==> src/rtl/writeback_regfile.sv <==
`default_nettype none
// ============================================================================
//  Module   : writeback_regfile
//  Purpose  : 8x16 write-back register file with a busy scoreboard that gates
//             issue on RAW/WAW hazards, plus same-cycle write-back bypass.
//  Revision : 1.0 - initial release
// ============================================================================
module writeback_regfile #(
    parameter int DATA_W = 16,
    parameter int ADDR_W = 3
) (
    input  logic                 clk,
    input  logic                 reset,
    input  logic                 wb_valid,
    input  logic [ADDR_W-1:0]    wb_rd,
    input  logic [DATA_W-1:0]    wb_data,
    input  logic                 iss_valid,
    input  logic [ADDR_W-1:0]    iss_rs1,
    input  logic [ADDR_W-1:0]    iss_rs2,
    input  logic                 iss_use_rs1,
    input  logic [ADDR_W-1:0]    iss_rd,
    output logic                 iss_ready,
    output logic [DATA_W-1:0]    r1_data,
    output logic [DATA_W-1:0]    r2_data,
    output logic [2**ADDR_W-1:0] busy,
    output logic                 wb_err
);

    localparam int c_nreg = 2**ADDR_W;

    logic [DATA_W-1:0] r_regs [c_nreg];
    logic [c_nreg-1:0] r_busy;
    logic              r_wb_err;

    logic w_clr_rs1, w_clr_rs2, w_clr_rd;
    logic w_raw1, w_raw2, w_waw;
    logic w_byp1, w_byp2;
    logic w_wr_en;

    assign w_wr_en   = wb_valid && (wb_rd != '0);

    assign w_clr_rs1 = wb_valid && (wb_rd == iss_rs1);
    assign w_clr_rs2 = wb_valid && (wb_rd == iss_rs2);
    assign w_clr_rd  = wb_valid && (wb_rd == iss_rd);

    assign w_raw1    = iss_use_rs1 && r_busy[iss_rs1] && !w_clr_rs1;
    assign w_raw2    = r_busy[iss_rs2] && !w_clr_rs2;
    assign w_waw     = r_busy[iss_rd] && !w_clr_rd;
    assign iss_ready = !reset && !w_raw1 && !w_raw2 && !w_waw;

    // R0 is never written, so its array slot stays at the reset value of zero.
    assign w_byp1    = w_clr_rs1 && (iss_rs1 != '0);
    assign w_byp2    = w_clr_rs2 && (iss_rs2 != '0);
    assign r1_data   = w_byp1 ? wb_data : r_regs[iss_rs1];
    assign r2_data   = w_byp2 ? wb_data : r_regs[iss_rs2];

    assign busy      = r_busy;
    assign wb_err    = r_wb_err;

    always_ff @(posedge clk) begin
        if (reset) begin
            for (int i = 0; i < c_nreg; i++) begin
                r_regs[i] <= '0;
            end
            r_busy   <= '0;
            r_wb_err <= 1'b0;
        end else begin
            if (wb_valid) begin
                r_busy[wb_rd] <= 1'b0;
            end
            if (w_wr_en) begin
                r_regs[wb_rd] <= wb_data;
                if (!r_busy[wb_rd]) begin
                    r_wb_err <= 1'b1;
                end
            end
            // Placed after the clear so a new in-flight write wins the same edge.
            if (iss_valid && iss_ready && (iss_rd != '0)) begin
                r_busy[iss_rd] <= 1'b1;
            end
        end
    end

endmodule
`default_nettype wire

==> config.mk <==
export PLATFORM = sky130hd
export DESIGN_NAME = writeback_regfile
export DESIGN_NICKNAME = d
export VERILOG_FILES = /design/src/rtl/writeback_regfile.sv
export SDC_FILE = /design/constraint.sdc
export NUM_CORES = 1
export LEC_CHECK = 0
export CORE_MARGIN = 5
export CORE_UTILIZATION = 30
export DETAILED_ROUTE_END_ITERATION = 6
export GPL_TIMING_DRIVEN = 0
export PLACE_DENSITY = 0.57
export SETUP_SLACK_MARGIN = 0.5
export SYNTH_ARGS = -nofsm -noshare
export SYNTH_HDL_FRONTEND = slang
export SYNTH_SLANG_ARGS = --single-unit
==> constraint.sdc <==
create_clock -name clk -period 3.4 [get_ports clk]
set_input_delay 0.68 -clock clk [delete_from_list [all_inputs] [get_ports clk]]
set_output_delay 0.68 -clock clk [all_outputs]
set_load 0.05 [all_outputs]
==> results of run 1 <==
-- metrics by stage --
stage	utilization	setup TNS [ns]	std cells	hold WS [ns]
6_report	0.3995	0	1022	0.5233
5_1_grt	0.3995	0	1022	0.5580
4_1_cts	0.3917	0	1016	0.5276
3_5_place_dp	0.3595	-31.45	972	0.5152
3_3_place_gp	0.3538	-153.63	965	0.4767
2_1_floorplan	-	0	567	0.7073
-- worst max-delay path, delay by kind of cell --
| family | cells | cell delay (ns) |
|---|---|---|
| xor+xnor | 1 | 0.17 |
| buf+inv | 4 | 0.82 |
| simple gates | 2 | 0.44 |
| compound gates | 1 | 0.09 |
-- cells in the final DEF (no fill, tap or decap), types with 8 or more instances in the layout --
cell type	Yosys	routed
o21ai_1	1	10
nor3_1	10	9
clkbuf_1	15	13
buf_2	15	9
buf_4	4	34
nand2_1	38	38
conb_1	1	16
buf_6	2	20
clkdlybuf4s50_1	0	28
edfxtp_1	128	128
o21ai_2	0	25
dfxtp_1	9	9
mux2i_1	40	40
mux4_2	65	65
buf_8	0	8
clkbuf_16	0	22
and2_1	112	112
-- routing by layer --
metal | vias up | track usage | wire, um
li1 | 2374 | - | -
met1 | 2754 | 0.2098 | 9943
met2 | 171 | 0.2806 | 12190
met3 | 28 | 0.02842 | 1164
met4 | 2 | 0.03646 | 329
met5 | - | 0.01672 | 63
-- final cells by class --
class	count	area, um2
Inverter	5	18.77
Clock inverter	11	128.9
Fill cell	2316	15210
Multi-Input combinational cell	385	3727
Tap cell	330	412.9
Buffer	40	381.6
Clock buffer	21	440.4
Timing Repair Buffer	93	984.7
Sequential cell	137	4024
-- how the worst max path moves through the flow --
stage | start | end | slack [ns] | cells after the start
floorplan | wb_rd[0] | r1_data[11] | 0.19 | 6
global placement | wb_rd[2] | r_regs[7][11] | -1.23 | 4
detailed placement | iss_rs2[2] | r2_data[10] | -1.09 | 7
CTS | wb_rd[2] | r1_data[15] | 0.47 | 9
global route | iss_rs2[2] | r2_data[10] | 0.47 | 8
finish | iss_rs2[2] | r2_data[10] | 0.52 | 8
-- synth_stat cells (4+ instances only) --
cell type / n / area [um2]
edfxtp_1: 128 / 3844
and2_1: 112 / 700.7
mux4_2: 65 / 1464
mux2i_1: 40 / 400.4
o21ai_0: 39 / 195.2
nand2_1: 38 / 142.6
buf_2: 15 / 75.07
clkbuf_1: 15 / 56.30
nor3_1: 10 / 50.05
dfxtp_1: 9 / 180.2
xnor2_1: 9 / 78.83
nor2_1: 8 / 30.03
o211a_1: 7 / 70.07
a31o_1: 6 / 52.55
buf_1: 4 / 15.01
buf_4: 4 / 30.03
-- kinds of logic (layout without fill, tap and decap cells) --
family	count (synthesis)	after routing	synth area share
buffers and inverters	45	170	0.02808
DFF	137	137	0.5190
muxes	106	106	0.2419
AOI/OAI and AO/OA	65	65	0.06277
other	1	16	0.0004836
xor gates and xnor gates	9	9	0.01017
and+or+nand+nor	189	189	0.1376
-- sequential cells by signal (all words and copies together), names as in the netlist --
signal and count:
wb_err 1, busy 8, r_regs 128
-- repair_timing --
action / in CTS / in global routing
buffers inserted: 10 / 2
cloned: 2 / 4
endpoints found under the setup margin: 33 / 30
gates resized for setup: 291 / 33
pin swaps: 5 / 7
-- where the power goes --
| part | leakage (nW) | switching, mW | total, mW | internal (mW) |
|---|---|---|---|---|
| combinational | 2.09 | 0.615 | 1.04 | 0.427 |
| clock | 0.277 | 0.683 | 1.82 | 1.14 |
| sequential | 1.31 | 0.0552 | 2.01 | 1.96 |
| total | 3.68 | 1.35 | 4.88 | 3.52 |
==> flow_summary.yaml, run 1 <==
run_status:
  status: "completed"
layout:
  final_nets: 712
  fin_area_mm2: 0.01012
  drive_gt1_frac: 0.3266
  syn_to_final_growth_pct: 30.50
  diodes: 0
synthesis:
  seq_area_frac_synth: 0.5190
  ys.flop_type: "edfxtp_1"
  yosysUniqueCellTypes: 41
  ys_async_sr_fraction: 0
  syn-cell-area_mm2: 0.007754
  synth_edf_count: 128
  ys_warn_count: 0
  avgSynthCellArea_um2: 14.05
  synth_cells: 552
  ys_ff_latch: 137
sta:
  max_clock_freq_mhz: 346.8
  skew_ns: 0.001238
  hold_violations: 0
  tightest_slew_ns: 1.241
  rsz0062_at_grt: "true"
  drv_slew: 0
  setup_viol: 0
  maxSlewHeadroom: 0.1728
  layout_setup_ws_ns: 0.5165
  period_minus_slack_ns: 2.884
  period_share: 0.8481
power:
  p_leak_nw: 3.677
  ir_drop_v: 0.0002569
  fin_total_pwr_mw: 4.877
  power_density_mw_per_mm2: 482.0
place:
  place_area_mm2: 0.009104
  gp_congestion: 0.8111
  hpwl_mm: 16.23
  pre_cts_ws_ns: -1.092
  portBuffers: 68
flow_run:
  drv_cap: 0
cts:
  ctsHoldBuffers: 0
  cts_tree: "done"
  clock_latency_ns: 0.43
  clk_path_buf_depth: 2
  cts_max_level: 4
  cts.sinks: 137
  clk_pin_slew_ns: 0.06
  cts_buffers: 17
  cts-root-buf: "clkbuf_16"
critical_path:
  r2r-end: "busy[3]"
  crit_fanout: 10
  cp-start-kind: "primary input"
  arrival_ns: 2.20
  path_class: "in -> out"
  rr_startpoint: "busy[0]"
  critPathSlowestCell: "dlygate4sd2_1"
  cp_cell_sequence: "dlygate4sd2_1 -> xnor2_1 -> nand4_1 -> nor2_4 -> buf_4 -> buf_12 -> o21ai_1 -> buf_4"
  slowest_delay_ns: 0.29
  cp_common_cell: "buf_4"
  crit_required_ns: 2.72
  reg2reg_slack_ns: 1.55
  ff2ff_path_depth: 6
  critical_path.endpoint_type: "primary output"
routing:
  vias: 5329
  drc: 0
  drt-vias-per-instance: 5.214
  first_pass_iters: 5
  drtIter0Drc: 591
  wl_per_cell_um: 23.18
  ant_nets: 0
  wl_mm: 23.69
global_route:
  grt_pass1_wl_mm: 34.27
  antenna_found_initial: 0
  grt_remaining_overflow: 0
  first_global_vias: 5415
  grt_usage: 0.1612
  grt_max_degree: 17
min_path:
  worstHoldStart: "wb_err"
  min_path_type: "reg -> reg"
  hold-path-cell-count: 2
  min_to: "wb_err"
die:
  core-area_mm2: 0.02533
  die_y_um: 170.8
  start_util: 0.3061
  placementRows: 58
  die_width_um: 170.8
  die_area_mm2: 0.02916
  boundaryPins: 75
Note: power is estimated with default switching activity, not from simulation.
==> run 2, diff against run 1 <==
Clock period 3.4 ns to 2.67 ns, I/O delays scaled along.
==> flow_summary.yaml, run 2 (synthesized netlist as in run 1, its figures left out) <==
global_route:
  first_global_vias: 5878
  grt_usage: 0.1812
  grt_remaining_overflow: 0
  grt_pass1_wl_mm: 38.03
  antenna_found_initial: 0
  grt_max_degree: 18
cts:
  cts.sinks: 137
  clk_path_buf_depth: 2
  clk_pin_slew_ns: 0.06
  cts_buffers: 17
  cts_max_level: 4
  ctsHoldBuffers: 0
  cts_tree: "done"
  cts-root-buf: "clkbuf_16"
  clock_latency_ns: 0.42
min_path:
  min_path_type: "reg -> reg"
  worstHoldStart: "wb_err"
  min_to: "wb_err"
  hold-path-cell-count: 2
sta:
  skew_ns: 0.001292
  tightest_slew_ns: 0.8545
  period_minus_slack_ns: 2.480
  drv_slew: 0
  rsz0062_at_grt: "true"
  hold_violations: 0
  setup_viol: 0
  holdWs_ns: 0.5147
  period_share: 0.9289
  maxSlewHeadroom: 0.4282
  max_clock_freq_mhz: 403.2
  fin_tns_setup_ns: 0
routing:
  vias: 5573
  ant_nets: 0
  first_pass_iters: 5
  drtIter0Drc: 569
  wl_mm: 26.41
  drc: 0
  drt-vias-per-instance: 5.323
  wl_per_cell_um: 25.23
die:
  die_width_um: 170.8
  start_util: 0.3061
  placementRows: 58
  die_area_mm2: 0.02916
  boundaryPins: 75
  core-area_mm2: 0.02533
  die_y_um: 170.8
layout:
  syn_to_final_growth_pct: 50.77
  drive_gt1_frac: 0.4868
  diodes: 0
  largest_reg_flops: 128
  final_nets: 738
  instances_no_fill: 1047
  fillers: 2161
  final_cell_mix: "128 x edfxtp_1, 112 x and2_1, 65 x mux4_2"
  regMostFlops: "r_regs"
  final_common_cell: "edfxtp_1"
  finalCoreUtilization: 0.4616
critical_path:
  cp_common_cell: "buf_12"
  critPathSlowestCell: "mux4_2"
  arrival_ns: 1.95
  cp_num_buf_inv: 5
  critical_path.endpoint_type: "primary output"
  crit_required_ns: 2.14
  rr_startpoint: "busy[7]"
  ff2ff_path_depth: 5
  r2r-end: "busy[1]"
  cp-start-kind: "primary input"
  crit_fanout: 7
  path_depth: 8
  slowest_delay_ns: 0.54
  cp_cell_sequence: "buf_8 -> buf_12 -> buf_12 -> buf_16 -> mux4_2 -> mux2i_4 -> o21ai_4 -> buf_6"
  reg2reg_slack_ns: 1.02
  cp_top_family: "multiplexers"
  path_class: "in -> out"
power:
  p_leak_nw: 4.213
  power_density_mw_per_mm2: 569.3
  fin_total_pwr_mw: 6.655
  ir_drop_v: 0.0003298
run_status:
  status: "completed"
place:
  gp_congestion: 0.7772
  place_inst: 971
  hpwl_mm: 16.82
  portBuffers: 68
flow_run:
  drv_cap: 0
run 2: worst register-to-register path, delay by kind of cell (launching register included):
family                 cells  cell delay, ns
AO/OA/AOI/OAI              2            0.36
buffers and inverters      1            0.18
flip-flops                 1            0.36
multiplexers               1            0.51
AND/OR/NAND/NOR            1            0.19
run 2: per-layer routing:
layer  up-vias  track usage  part of all wire
li1       2447            -                 -
met1      2939       0.2270              0.40
met2       160       0.3253              0.54
met3        27      0.02565             0.047
met4         0      0.05521             0.019
met5         -            0                 0
run 2: layout make-up:
| class | count | area, um2 | share of cell area |
|---|---|---|---|
| Tap cell | 330 | 412.9 | 0.03532 |
| Sequential cell | 137 | 4040 | 0.3456 |
| Buffer | 40 | 543.0 | 0.04645 |
| Timing Repair Buffer | 119 | 1488 | 0.1273 |
| Inverter | 5 | 23.77 | 0.002034 |
| Clock inverter | 11 | 130.1 | 0.01113 |
| Multi-Input combinational cell | 385 | 4616 | 0.3948 |
| Clock buffer | 20 | 436.7 | 0.03735 |
run 2: how the worst max path moves through the flow:
| stage | from | end | slack (ns) |
|---|---|---|---|
| after floorplan | wb_rd[2] | r_regs[2][0] | 0.1 |
| after global placement | wb_rd[2] | r_regs[4][8] | -1.95 |
| after detailed placement | iss_rs1[2] | r1_data[12] | -1.10 |
| after CTS | iss_rs1[0] | r1_data[9] | 0.17 |
| after global routing | iss_rs1[0] | r1_data[11] | 0.15 |
| final | iss_rs1[0] | r1_data[8] | 0.19 |
run 2: metrics by stage:
stage / cell area, um2 / setup slack [ns]
3_3_place_gp: 9697 / -1.954
5_1_grt: 11690 / 0.1549
4_1_cts: 11410 / 0.1666
3_5_place_dp: 9809 / -1.099
6_report: 11690 / 0.1897
2_1_floorplan: 8603 / 0.09910
run 2: what timing repair did:
action	4_1_cts	5_1_grt
setup endpoints to repair	219	73
resized for setup	377	44
gates cloned	9	1
hold endpoints to repair	0	0
pin swaps	21	16
buffers inserted	29	6
run 2: power by group:
part	leakage [nW]	total (mW)	internal, mW	switching [mW]
Sequential	1.32	2.57	2.49	0.0740
Combinational	2.62	1.78	0.818	0.963
Clock	0.271	2.31	1.44	0.862
==> run 3, diff against run 2 <==
Settings changed: MAX_ROUTING_LAYER set to met4.
Clock period 2.67 ns to 2.9 ns, I/O delays scaled along.
==> flow_summary.yaml, run 3 (synthesized netlist as in run 1, its figures left out) <==
run_status:
  status: "completed"
die:
  core-area_mm2: 0.02533
  placementRows: 58
  boundaryPins: 75
  die_y_um: 170.8
  die_width_um: 170.8
  die_area_mm2: 0.02916
  start_util: 0.3061
critical_path:
  crit_fanout: 6
  critical_path.endpoint_type: "primary output"
  cp-start-kind: "primary input"
  path_class: "in -> out"
  arrival_ns: 2.01
  crit_required_ns: 2.32
cts:
  cts-root-buf: "clkbuf_16"
  cts_tree: "done"
  clock_latency_ns: 0.43
  ctsHoldBuffers: 0
  cts_max_level: 4
  cts.sinks: 137
  clk_pin_slew_ns: 0.06
  cts_buffers: 17
  clk_path_buf_depth: 2
global_route:
  grt_remaining_overflow: 0
  grt_max_degree: 18
  grt_pass1_wl_mm: 37.01
  antenna_found_initial: 0
  grt_usage: 0.1811
  first_global_vias: 5818
sta:
  period_minus_slack_ns: 2.593
  drv_slew: 0
  setup_viol: 0
  hold_violations: 0
  skew_ns: 0.001696
  rsz0062_at_grt: "true"
  tightest_slew_ns: 1.261
  maxSlewHeadroom: 0.1595
  max_clock_freq_mhz: 385.7
  period_share: 0.8941
  holdWs_ns: 0.4958
routing:
  vias: 5514
  ant_nets: 0
  wl_mm: 25.29
  drc: 0
  wl_per_cell_um: 24.09
  drt-vias-per-instance: 5.251
  drtIter0Drc: 464
  first_pass_iters: 7
layout:
  final_nets: 740
  largest_reg_flops: 128
  multiInputGateArea_mm2: 0.004320
  final_common_cell: "edfxtp_1"
  seq_area_mm2: 0.004031
  diodes: 0
  instances_no_fill: 1050
  fillers: 2205
  regMostFlops: "r_regs"
  syn_to_final_growth_pct: 46.80
  drive_gt1_frac: 0.4486
  final_cell_mix: "128 x edfxtp_1, 112 x and2_1, 65 x mux4_2"
power:
  ir_drop_v: 0.0003031
  p_leak_nw: 4.101
  pwr-share-seq: 0.397
  power_density_mw_per_mm2: 523.1
  power_frac_comb: 0.260
  switching_power_mw: 1.698
  internal_power_mw: 4.257
  netSwitchingFraction: 0.2851
  clock_power_share: 0.344
flow_run:
  drv_cap: 0
place:
  place_inst: 971
  gp_congestion: 0.8070
  portBuffers: 68
  hpwl_mm: 16.23
min_path:
  min_path_type: "reg -> reg"
[run 3: changes by cell type in the layout (fill, tap and decap cells not counted), moves of 8 or more]
cell,change
o21ai_4,-9
dlygate4sd2_1,-8
mux2i_2,+8
o21ai_2,+9
mux2i_4,-13
nand2_2,-9
nand2_1,+15
[run 3: final cells by class]
type,count,share of cell area
multi-input combinational,385,0.3796
sequential,137,0.3542
timing repair buffer,121,0.1335
buffer,40,0.04650
clock buffer,21,0.03869
tap,330,0.03628
clock inverter,11,0.009234
inverter,5,0.002089
[run 3: worst paths after layout]
kind	startpoint	endpoint	slack, ns	depth (start not counted)
min reg2reg	busy[0]	busy[0]	0.50	1
max	iss_rs1[0]	r1_data[9]	0.31	8
min	busy[0]	busy[0]	0.50	1
max reg2reg	busy[7]	busy[1]	1.17	5
[run 3: power groups by stage]
stage | sequential (mW) | combinational (mW) | clock (mW)
2_1_floorplan | 2.39 | 0.834 | 0
3_3_place_gp | 2.39 | 1.21 | 0
3_5_place_dp | 2.40 | 1.24 | 0
4_1_cts | 2.36 | 1.52 | 2.06
5_1_grt | 2.38 | 1.62 | 2.15
6_report | 2.36 | 1.55 | 2.05
[run 3: metrics by stage]
stage / area, um2 / power [mW] / utilization / TNS, ns / setup slack, ns
3_3_place_gp: 9306 / 3.601 / 0.3675 / -130.16 / -1.481
6_report: 11380 / 5.954 / 0.4494 / 0 / 0.3071
4_1_cts: 11200 / 5.945 / 0.4424 / 0 / 0.3054
2_1_floorplan: 8213 / 3.223 / - / 0 / 0.2753
5_1_grt: 11380 / 6.143 / 0.4494 / 0 / 0.2559
3_5_place_dp: 9415 / 3.643 / 0.3718 / -47.45 / -1.234
[run 3: critical path: stages]
cell and delay, ns:
buf_12 0.10, buf_12 0.15, buf_12 0.12, buf_16 0.13
mux4_2 0.51, mux2i_2 0.20, o21ai_2 0.07, buf_6 0.15
[run 3: layer usage]
layer / global-route usage / share of wire / up-vias
met4: 0.04132 / 0.015 / 0
met3: 0.04298 / 0.059 / 34
met1: 0.2222 / 0.41 / 2809
met2: 0.3055 / 0.52 / 218
met5: - / 0 / -
li1: - / - / 2453
[run 3: repair_timing]
action,4_1_cts,5_1_grt
pin swaps,24,13
cloned,11,0
buffers inserted,32,4
gates resized for setup,407,34
setup endpoints to repair,137,87
